File: src/rtl/global_types.sv
// Shared types and constants for the MIPS unified-memory port arbiter.
package global_types;

  localparam int MEM_WORD_W = 32;

  typedef enum logic [1:0] {
    IDLE,
    ACCESS,
    WAIT,
    ACK
  } arb_state_t;

  typedef enum logic {
    OWN_I,
    OWN_D
  } arb_owner_t;

endpackage

File: src/rtl/arb_pick.sv
// Combinational owner selection: data wins ties unless the waiting fetch has
// been passed over MAX_STREAK times in a row.
module arb_pick
  import global_types::*;
#(
  parameter int MAX_STREAK = 4,
  parameter int SW         = $clog2(MAX_STREAK + 1)
) (
  input  logic          i_req,
  input  logic          d_req,
  input  logic [SW-1:0] streak,
  output arb_owner_t    owner
);

  always_comb begin
    owner = OWN_D;
    if (i_req && (!d_req || streak == SW'(MAX_STREAK))) begin
      owner = OWN_I;
    end
  end

endmodule

File: src/rtl/mem_port_arbiter.sv
// Shares one single-port unified memory between the fetch and data ports,
// one outstanding transaction at a time.
module mem_port_arbiter
  import global_types::*;
#(
  parameter int AW         = 10,
  parameter int MEM_LAT    = 1,
  parameter int MAX_STREAK = 4
) (
  input  logic                  clock,
  input  logic                  reset,
  input  logic                  i_req,
  input  logic [AW-1:0]         i_addr,
  output logic                  i_ack,
  output logic [MEM_WORD_W-1:0] i_rdata,
  input  logic                  d_req,
  input  logic                  d_we,
  input  logic [AW-1:0]         d_addr,
  input  logic [MEM_WORD_W-1:0] d_wdata,
  output logic                  d_ack,
  output logic [MEM_WORD_W-1:0] d_rdata,
  output logic                  m_en,
  output logic                  m_we,
  output logic [AW-1:0]         m_addr,
  output logic [MEM_WORD_W-1:0] m_wdata,
  input  logic [MEM_WORD_W-1:0] m_rdata,
  output logic                  busy
);

  localparam int SW = $clog2(MAX_STREAK + 1);
  localparam int LW = 3;

  arb_state_t            state_q, state_d;
  arb_owner_t            owner_q, pick_owner;
  logic [AW-1:0]         addr_q;
  logic                  we_q;
  logic [MEM_WORD_W-1:0] wdata_q;
  logic [SW-1:0]         streak_q;
  logic [LW-1:0]         lat_q;
  logic [MEM_WORD_W-1:0] i_rdata_q, d_rdata_q;
  logic                  any_req;

  assign any_req = i_req | d_req;
  assign i_rdata = i_rdata_q;
  assign d_rdata = d_rdata_q;

  arb_pick #(
    .MAX_STREAK (MAX_STREAK),
    .SW         (SW)
  ) u_pick (
    .i_req  (i_req),
    .d_req  (d_req),
    .streak (streak_q),
    .owner  (pick_owner)
  );

  always_ff @(posedge clock or negedge reset) begin
    if (!reset) begin
      state_q <= IDLE;
    end else begin
      state_q <= state_d;
    end
  end

  // Reads always pass through WAIT; with MEM_LAT=1 it is just the capture cycle.
  always_comb begin
    state_d = state_q;
    i_ack   = 1'b0;
    d_ack   = 1'b0;
    m_en    = 1'b0;
    m_we    = 1'b0;
    m_addr  = '0;
    m_wdata = '0;
    busy    = (state_q != IDLE);
    case (state_q)
      IDLE: begin
        if (any_req) state_d = ACCESS;
      end
      ACCESS: begin
        m_en    = 1'b1;
        m_we    = we_q;
        m_addr  = addr_q;
        m_wdata = wdata_q;
        state_d = we_q ? ACK : WAIT;
      end
      WAIT: begin
        if (lat_q == '0) state_d = ACK;
      end
      ACK: begin
        i_ack   = (owner_q == OWN_I);
        d_ack   = (owner_q == OWN_D);
        state_d = IDLE;
      end
      default: state_d = IDLE;
    endcase
  end

  always_ff @(posedge clock or negedge reset) begin
    if (!reset) begin
      owner_q   <= OWN_I;
      addr_q    <= '0;
      we_q      <= 1'b0;
      wdata_q   <= '0;
      streak_q  <= '0;
      lat_q     <= '0;
      i_rdata_q <= '0;
      d_rdata_q <= '0;
    end else begin
      case (state_q)
        IDLE: begin
          if (!i_req || pick_owner == OWN_I) begin
            streak_q <= '0;
          end else if (streak_q != SW'(MAX_STREAK)) begin
            streak_q <= streak_q + SW'(1);
          end
          if (any_req) begin
            owner_q <= pick_owner;
            if (pick_owner == OWN_I) begin
              addr_q  <= i_addr;
              we_q    <= 1'b0;
              wdata_q <= '0;
            end else begin
              addr_q  <= d_addr;
              we_q    <= d_we;
              wdata_q <= d_wdata;
            end
          end
        end
        ACCESS: begin
          lat_q <= LW'(MEM_LAT - 1);
        end
        WAIT: begin
          if (lat_q == '0) begin
            if (owner_q == OWN_I) i_rdata_q <= m_rdata;
            else                  d_rdata_q <= m_rdata;
          end else begin
            lat_q <= lat_q - LW'(1);
          end
        end
        default: ;
      endcase
    end
  end

endmodule
File: config.mk
export PLATFORM = sky130hd
export DESIGN_NAME = mem_port_arbiter
export DESIGN_NICKNAME = d
export VERILOG_FILES = /design/src/rtl/global_types.sv /design/src/rtl/arb_pick.sv /design/src/rtl/mem_port_arbiter.sv
export SDC_FILE = /design/constraint.sdc
export NUM_CORES = 1
export LEC_CHECK = 0
export BUFFER_PORTS_ARGS = -buffer_cell sky130_fd_sc_hd__buf_2
export CAP_MARGIN = 20
export CORE_MARGIN = 8
export CORE_UTILIZATION = 30
export CTS_BUF_LIST = sky130_fd_sc_hd__clkbuf_16
export CTS_CLUSTER_SIZE = 8
export DETAILED_ROUTE_END_ITERATION = 10
export GPL_ROUTABILITY_DRIVEN = 0
export SLEW_MARGIN = 20
export SYNTH_ARGS = -nofsm -noshare
export SYNTH_HDL_FRONTEND = slang
export SYNTH_SLANG_ARGS = --single-unit
File: constraint.sdc
create_clock -name clock -period 1.8 [get_ports clock]
set_input_delay 0.36 -clock clock [delete_from_list [all_inputs] [get_ports clock]]
set_output_delay 0.36 -clock clock [all_outputs]
set_load 0.03 [all_outputs]
Yosys cells after proc, flatten, opt, wreduce, memory -nomap -nowiden
Cells that the tools add are included.
{"block": "totals", "regBits": 116, "in_bits": 89, "out_inout_bits": 111}
{"block": "op_classes", "addsub": 2, "eq_ne": 8, "bitwise_logic": 2, "n_mux": 18, "n_reduce_logical": 16}
{"operator": "$mux 32", "count": 2}
{"operator": "$mux 10", "count": 2}
{"operator": "$mux 3", "count": 3}
{"operator": "$pmux 2 s4", "count": 1}
{"operator": "$reduce_and 2->1", "count": 4}
{"operator": "$mux 1", "count": 7}
{"operator": "$ne 2x2->1 const B", "count": 3}
{"operator": "$pmux 3 s2", "count": 1}
{"operator": "$reduce_and 3->1", "count": 2}
{"operator": "$reduce_bool 2->1", "count": 3}
{"operator": "$eq 2x2->1 const B", "count": 2}
{"operator": "$mux 2", "count": 2}
{"operator": "$add 3x1->3 const B", "count": 1}
{"operator": "$eq 3x3->1 const B", "count": 1}
{"operator": "$logic_not 3->1", "count": 1}
{"operator": "$ne 3x3->1 const B", "count": 1}
{"operator": "$sub 3x1->3 const B", "count": 1}
{"operator": "$eq 2x1->1 const B", "count": 1}
{"operator": "$logic_not 1->1", "count": 2}
{"operator": "$logic_not 2->1", "count": 1}
{"operator": "$logic_or 1x1->1", "count": 2}
{"operator": "$logic_and 1x1->1", "count": 1}
{"operator": "$not 1->1", "count": 1}
{"operator": "$or 1x1->1", "count": 1}

Logic depth before layout (Yosys ltp)
Gate-level depths: netlist (run 1).
{"block": "logic_depth", "ltp_word": 6, "depth_mapped": 8, "ltp_nobuf": 6}

Hierarchy
From an unflattened synthesis (run 1), not the netlist that was laid out.
{"block": "unflattened", "hier_cells": 433, "hier_area_um2": 5321.4}
{"module": "mem_port_arbiter", "n_inst": 1, "area_per_inst_um2": 5300.1, "cells_per_inst": 430, "seq_area_each_um2": 2902.8}
{"module": "arb_pick", "n_inst": 1, "area_per_inst_um2": 21.3, "cells_per_inst": 3, "seq_area_each_um2": 0.0}

Worst setup path after synthesis (run 1)
No wires, ideal clock.
{"block": "synth_path", "path_type": "flip-flop to output port", "from": "register state_q[1]", "to": "output m_addr[0]", "path_buffers": 1, "stages_incl_launch_ff": 5, "setup_slack_ps": -41, "t_required_ps": 1440, "arrival_ps": 1481, "path_cell_list": "dfrtp_1 inv_1 ha_1 clkbuf_1 and2_1"}
{"block": "synth_via", "elab_chain_cells": 2}
{"element": "start, declared", "line_no": "mem_port_arbiter.sv:33", "rtl": "arb_state_t state_q, state_d;"}
{"element": "start signal, assigned", "line_no": "mem_port_arbiter.sv:61", "rtl": "state_q <= state_d;"}
{"element": "$eq 2x1->1", "line_no": "mem_port_arbiter.sv:75", "rtl": "case (state_q)"}
{"element": "$mux 10", "line_no": "mem_port_arbiter.sv:75"}
{"element": "end, declared", "line_no": "mem_port_arbiter.sv:24", "rtl": "output logic [AW-1:0] m_addr,"}
Every way passes these cells.

Worst setup path after layout (run 1)
{"block": "layout_path", "from": "register state_q[1]", "to": "output m_wdata[9]"}
{"block": "layout_via", "elab_chain_cells": 2}
{"element": "$eq 2x1->1", "line_no": "mem_port_arbiter.sv:75"}
{"element": "$mux 32", "line_no": "mem_port_arbiter.sv:75"}
{"element": "end, declared", "line_no": "mem_port_arbiter.sv:25", "rtl": "output logic [MEM_WORD_W-1:0] m_wdata,"}
Every way passes these cells.

==> impl_metrics.env, run 1 <==
export IMPL_status="finished, violations left"
export IMPL_violations="negative setup slack"
export IMPL_initial_core_util_pct=30.6
export IMPL_ys_async_sr_fraction_pct=100
export IMPL_crit_path_end_kind="output pin"
export IMPL_cts_path_max_buffers=2
export IMPL_clockPowerShare_pct=22.3
export IMPL_tightestPinTransition_ns=0.365
export IMPL_p_int_mw=9.75
export IMPL_fmax_ghz=0.515
export IMPL_yosys_area_share_simple_pct=9.76
export IMPL_grt_antenna_before_repair=2
export IMPL_synthAdderAreaFrac_pct=2.23
export IMPL_netlist_area_sq_mm=0.00505
export IMPL_leakage_nw=3.73
export IMPL_io_pins=200
export IMPL_die_height_um=146
export IMPL_endpoint="m_wdata[9]"
export IMPL_track_usage_pct=13.6
export IMPL_reg2reg_from="lat_q[0]"
export IMPL_yosysTopAreaCell="dfrtp_1"
export IMPL_wl_per_cell_um=17.9
export IMPL_hold_depth=2
export IMPL_comb_power_share_pct=49.3
export IMPL_slowest_stage="dfrtp_2"
export IMPL_mostFrequentLayoutCell="buf_2"
export IMPL_path_cells="inv_2 > ha_4 > buf_12 > and2_1 > buf_6"
export IMPL_switching_share_pct=39.1
export IMPL_synth_edf_count=0
export IMPL_synth_main_ff_cell="dfrtp_1"
export IMPL_gr_total_overflow=0
export IMPL_tns_ns=-4.88
export IMPL_hold_class="input port to register"
export IMPL_grt_max_degree=63
export IMPL_synth_top_family_by_area="multiplexers"
export IMPL_crit_required_ns=1.44
export IMPL_ir_drop_mv=0.973
export IMPL_layout_drive_gt1_share_pct=59.6
export IMPL_cp_arrival_ns=1.58
export IMPL_core_area_sq_mm=0.0165
export IMPL_io_buffers=199
export IMPL_syn_inst=372
export IMPL_grt_pass1_vias=4314
export IMPL_rows=47
export IMPL_synth_xor_area_share_pct=0
export IMPL_seq_power_share_pct=28.4
export IMPL_grt_pass1_wl_um=23400
export IMPL_synth_compound_area_share_pct=9.44
export IMPL_finalCritPeriodShare_pct=108
export IMPL_h_tree_depth=4
export IMPL_hold_violations=0
export IMPL_r2r_cells=7
export IMPL_clk_latency_ns=0.41
export IMPL_numCtsBuffers=17
export IMPL_synth_cell_types=35
export IMPL_synth_seq_cells=116
export IMPL_skew_ns=0.0101
export IMPL_drtPass1Iterations=4
export IMPL_yosysTopAreaCellShare_pct=57.5
export IMPL_nets=696
export IMPL_slew_headroom_pct=75.6
export IMPL_min_period_ns=1.94
export IMPL_ys_seq_area_share_pct=57.5
export IMPL_ant_nets=0
export IMPL_clk_pin_slew_worst_paths_ns=0.06
export IMPL_die_w_um=146
export IMPL_crit_fanout=20
export IMPL_p_switching_mw=6.27
export IMPL_crit_path_start_kind="register"
export IMPL_layout_common_cells="buf_2, dfrtp_1, buf_6"
export IMPL_vias_per_cell=4.68
export IMPL_dp_hpwl_um=10400
export IMPL_synth_area_mux_share_pct=17.2
export IMPL_drtIter0Drc=127
export IMPL_cts_tree="yes"
export IMPL_pre_cts_ws_ns=0.0261
export IMPL_ff2ff_setup_slack_ns=0.06
export IMPL_dieArea_sq_mm=0.0212
export IMPL_final_core_util_pct=46.0
export IMPL_crit_start="state_q[1]"
export IMPL_route_vias_total=3892
export IMPL_criticalPathCategory="register to output pin"
export IMPL_rsz0062_at_grt="true"
export IMPL_ys_warn_count=0
export IMPL_whs_ns=0.165
export IMPL_slew_viol_final=0
export IMPL_synth_area_leaders="dfrtp_1, mux2_4, mux2_2"
export IMPL_cts_root_buf="clkbuf_16"
export IMPL_setup_viol=46
export IMPL_power_density_mw_per_mm2=2110
export IMPL_tritoncts_num_sinks=116
export IMPL_timing_final_ws_setup_ns=-0.140
export IMPL_syn2layout_area_growth_pct=50.6
export IMPL_drc=0
export IMPL_postSynthAreaPerCell_sq_um=13.6
export IMPL_max_cap_violations=0
export IMPL_synth_nets=470
export IMPL_wirelength_um=14900
export IMPL_regToRegEndpoint="i_rdata[24]"
export IMPL_critPathMaxStageDelay_ns=0.42
export IMPL_diodes=0
==> metrics by stage <==
step	total power, mW	cell area (sq um)	cells
after floorplan	9.33	5050	372
after global placement	11.3	6400	783
after global routing	16.9	7610	831
after CTS	15.7	7410	820
after detailed placement	11.4	6400	783
final	16.0	7610	831
==> synthesized netlist by cell type, types with 2 or more instances <==
library cell	number
mux2_2	37
nand4_1	10
inv_1	9
nor3_1	2
mux2_4	30
and2_1	45
o2bb2ai_1	3
buf_12	3
buf_2	11
nand2_1	23
dfrtp_1	116
clkbuf_1	8
nor2_1	2
a22o_1	33
o211ai_1	10
buf_1	2
nor2b_1	2
ha_1	9
==> layout make-up <==
type                            instances  area [sq um]
Clock buffer                           17           425
Sequential cell                       116          2910
Inverter                                9          33.8
Clock inverter                         15           204
Fill cell                            1500          8920
Multi-Input combinational cell        222          2060
Timing Repair Buffer                  232          1700
Tap cell                              220           275
==> critical path: cells and delay by family, from the launching register on <==
family / cells / cell delay [ns]
flip-flops: 1 / 0.42
adder cells (fa/ha/maj): 1 / 0.20
AND/OR/NAND/NOR: 1 / 0.17
buffers and inverters: 3 / 0.38
==> registers in the layout, indices dropped and copies added (netlist names) <==
name and flops:
d_rdata 32, i_rdata 32, wdata_q 32, addr_q 10, lat_q 3, streak_q 3, state_q 2, owner_q 1
we_q 1
==> cell families (layout without fill, tap and decap cells) <==
| kind of cell | Yosys count | after routing |
|---|---|---|
| compound gates | 57 | 57 |
| fa+ha+maj | 9 | 9 |
| buf+inv | 34 | 273 |
| flops | 116 | 116 |
| simple gates | 89 | 89 |
| mux | 67 | 67 |
==> power by group through the flow <==
stage          sequential, mW  combinational, mW  clock, mW
2_1_floorplan            5.88               3.45          0
3_3_place_gp             4.50               6.76          0
3_5_place_dp             4.54               6.89          0
4_1_cts                  4.52               7.56       3.67
5_1_grt                  4.69               8.41       3.81
6_report                 4.55               7.90       3.57
==> what timing repair did <==
action / in CTS / in global routing
hold buffers: 1 / 0
gates cloned: 1 / 3
hold endpoints to repair: 116 / 0
pin swaps: 5 / 5
setup buffers: 3 / 8
resized for setup: 107 / 23
setup endpoints to repair: 45 / 79
==> worst min path at each step <==
stage	from	to	slack, ns
floorplan	reset	addr_q[0]	0.06
global placement	reset	i_rdata[6]	0.39
detailed placement	reset	d_rdata[6]	0.40
CTS	d_wdata[18]	wdata_q[18]	0.14
global route	d_wdata[6]	wdata_q[6]	0.14
finish	d_wdata[14]	wdata_q[14]	0.17
==> metal layers <==
| layer | track usage (%) | wire length, um | up-vias |
|---|---|---|---|
| met2 | 21.6 | 7030 | 178 |
| met3 | 5.78 | 1140 | 17 |
| met4 | 3.70 | 135 | 4 |
| met1 | 16.7 | 6570 | 1918 |
| met5 | 0 | 21 | - |
| li1 | - | - | 1775 |
(Power assumes the default switching activity.)
==> run 2, diff against run 1 <==
CORE_UTILIZATION = 40   (was 30)
PLACE_DENSITY = 0.7   (was not set)
SYNTH_HIERARCHICAL = 1   (was not set)
==> impl_metrics.env, run 2 <==
export IMPL_final_core_util_pct=59.3
export IMPL_yosysMostFrequentCell="dfrtp_1"
export IMPL_criticalPathCategory="register to output pin"
export IMPL_rsz0062_at_grt="true"
export IMPL_tightestPinTransition_ns=0.339
export IMPL_initial_core_util_pct=40.5
export IMPL_grt_pass1_vias=4401
export IMPL_gr_total_overflow=0
export IMPL_track_usage_pct=16.7
export IMPL_nets=754
export IMPL_cts_path_max_buffers=2
export IMPL_dpl_cell_area_sq_mm=0.00662
export IMPL_p_switching_mw=6.37
export IMPL_die_height_um=131
export IMPL_dp_hpwl_um=10100
export IMPL_violations="negative setup slack"
export IMPL_final_area_sq_mm=0.00779
export IMPL_hold_violations=0
export IMPL_slew_headroom_pct=77.4
export IMPL_power_density_mw_per_mm2=2050
export IMPL_tritoncts_num_sinks=116
export IMPL_synth_common_cells="dfrtp_1, nand2_1, mux2_4"
export IMPL_ys_async_sr_fraction_pct=100
export IMPL_h_tree_depth=4
export IMPL_instances_no_fill=845
export IMPL_layout_common_cells="buf_2, dfrtp_1, nand2_1"
export IMPL_placedCellCount=800
export IMPL_vias_per_cell=4.76
export IMPL_crit_required_ns=1.44
export IMPL_skew_ns=0.00876
export IMPL_timing_final_ws_setup_ns=-0.150
export IMPL_ys_warn_count=6
export IMPL_route_vias_total=4020
export IMPL_wirelength_um=14400
export IMPL_die_w_um=131
export IMPL_min_period_ns=1.95
export IMPL_clk_pin_slew_worst_paths_ns=0.05
export IMPL_pre_cts_ws_ns=-0.0875
export IMPL_rows=42
export IMPL_drc=0
export IMPL_hold_depth=3
export IMPL_synth_area_leaders="dfrtp_1, mux2_4, nand2_1"
export IMPL_drtIter0Drc=150
export IMPL_r2r_cells=7
export IMPL_synth_seq_cells=116
export IMPL_dieArea_sq_mm=0.0173
export IMPL_cp_arrival_ns=1.59
export IMPL_cts_tree="yes"
export IMPL_grt_antenna_before_repair=0
export IMPL_synth_edf_count=0
export IMPL_syn2layout_area_growth_pct=46.4
export IMPL_yosysTopAreaCellShare_pct=54.5
export IMPL_grt_pass1_wl_um=23200
export IMPL_leakage_nw=4.08
export IMPL_grt_max_degree=65
export IMPL_finalCritPeriodShare_pct=108
export IMPL_status="finished, violations left"
export IMPL_slew_viol_final=0
export IMPL_clk_latency_ns=0.40
export IMPL_drtPass1Iterations=4
export IMPL_crit_path_end_kind="output pin"
export IMPL_postSynthAreaPerCell_sq_um=12.3
export IMPL_syn_inst=433
export IMPL_ir_drop_mv=0.812
export IMPL_max_cap_violations=0
export IMPL_mostFrequentLayoutCell="buf_2"
export IMPL_crit_fanout=18
export IMPL_setup_viol=46
export IMPL_p_int_mw=9.63
export IMPL_wl_per_cell_um=17.1
export IMPL_netlist_area_sq_mm=0.00532
export IMPL_switching_share_pct=39.8
export IMPL_hold_class="input port to register"
export IMPL_cts_root_buf="clkbuf_16"
export IMPL_numCtsBuffers=17
export IMPL_fillers=1077
export IMPL_io_buffers=199
export IMPL_multi_input_area_sq_mm=0.00238
export IMPL_core_area_sq_mm=0.0131
export IMPL_seqCellArea_sq_mm=0.00290
export IMPL_clockPowerShare_pct=19.9
export IMPL_layout_drive_gt1_share_pct=57.7
export IMPL_synth_nets=531
export IMPL_seq_power_share_pct=28.8
export IMPL_ys_seq_area_share_pct=54.5
export IMPL_synth_main_ff_cell="dfrtp_1"
export IMPL_comb_power_share_pct=51.3
export IMPL_crit_path_start_kind="register"
export IMPL_fmax_ghz=0.513
export IMPL_ant_nets=0
export IMPL_yosysTopAreaCell="dfrtp_1"
export IMPL_io_pins=200
export IMPL_diodes=0
export IMPL_synth_cell_types=34
## run 2: changes by cell type after synthesis, moves of 10 or more
cell / previous run / this run
nand2_1: 23 / 80
o21ai_0: 1 / 42
mux2_2: 37 / 6
mux2i_1: 0 / 10
mux2_4: 30 / 60
a22o_1: 33 / 2
## run 2: repair_timing
item | 4_1_cts | 5_1_grt
pin swaps | 8 | 8
resized for setup | 128 | 23
cloned | 1 | 2
endpoints found under the setup margin | 50 | 48
buffers inserted | 4 | 6
hold buffers | 1 | 0
hold endpoints to repair | 21 | 0
## run 2: worst max-delay path, stage by stage (launching register included)
cell and delay, ns:
dfrtp_1 0.40, inv_2 0.10, ha_4 0.23, buf_16 0.17, and2_4 0.15, buf_6 0.12
## run 2: power groups by stage
stage	logic, mW	registers [mW]	clock network (mW)
global placement	6.95	4.52	0
floorplan	3.62	5.93	0
finish	8.20	4.61	3.19
CTS	7.95	4.58	3.27
global route	8.73	4.75	3.40
detailed placement	7.10	4.58	0
## run 2: kinds of logic after synthesis
logic type | count (synthesis) | share of synthesized area, %
compound gates | 58 | 6.04
xor+xnor | 1 | 0.165
fa+ha+maj | 9 | 2.12
buf+inv | 37 | 4.19
flops | 116 | 54.5
mux | 77 | 20.3
simple gates | 135 | 12.6
## run 2: routing by layer
layer  GRT usage (%)  part of all wire, %  routed length, um  vias to the layer above
li1                -                    -                  -                     1894
met1            20.0                   44               6310                     1942
met2            25.9                   46               6620                      172
met3            7.81                  9.2               1330                       12
met4            5.62                  1.1                165                        0
met5               0                    0                  0                        -
## run 2: path summary, 6_finish.rpt
path	start	endpoint	slack [ns]
setup reg to reg	lat_q[0]	state_q[1]	0.06
hold / removal	d_wdata[29]	wdata_q[29]	0.20
hold reg to reg	wdata_q[10]	wdata_q[10]	0.47
setup / recovery	state_q[1]	m_addr[9]	-0.15
min in group asynchronous	reset	lat_q[0]	0.45
max in group asynchronous	reset	wdata_q[6]	0.72
## run 2: layout make-up
cell class,instances,area share (%)
flip-flops and latches,116,37.3
inverters,10,0.482
well taps,176,2.83
clock buffers,17,5.46
multi-input cells,280,30.6
repair buffers,231,21.5
clock inverters,15,1.81
## run 2: metrics by stage
stage / TNS, ns / power [mW] / hold WS [ns]
after floorplan: 0 / 9.55 / 0.0644
after detailed placement: -0.0875 / 11.7 / 0.295
final: -5.66 / 16.0 / 0.200
after CTS: -5.95 / 15.8 / 0.181
after global routing: -8.86 / 16.9 / 0.185
after global placement: 0 / 11.5 / 0.284
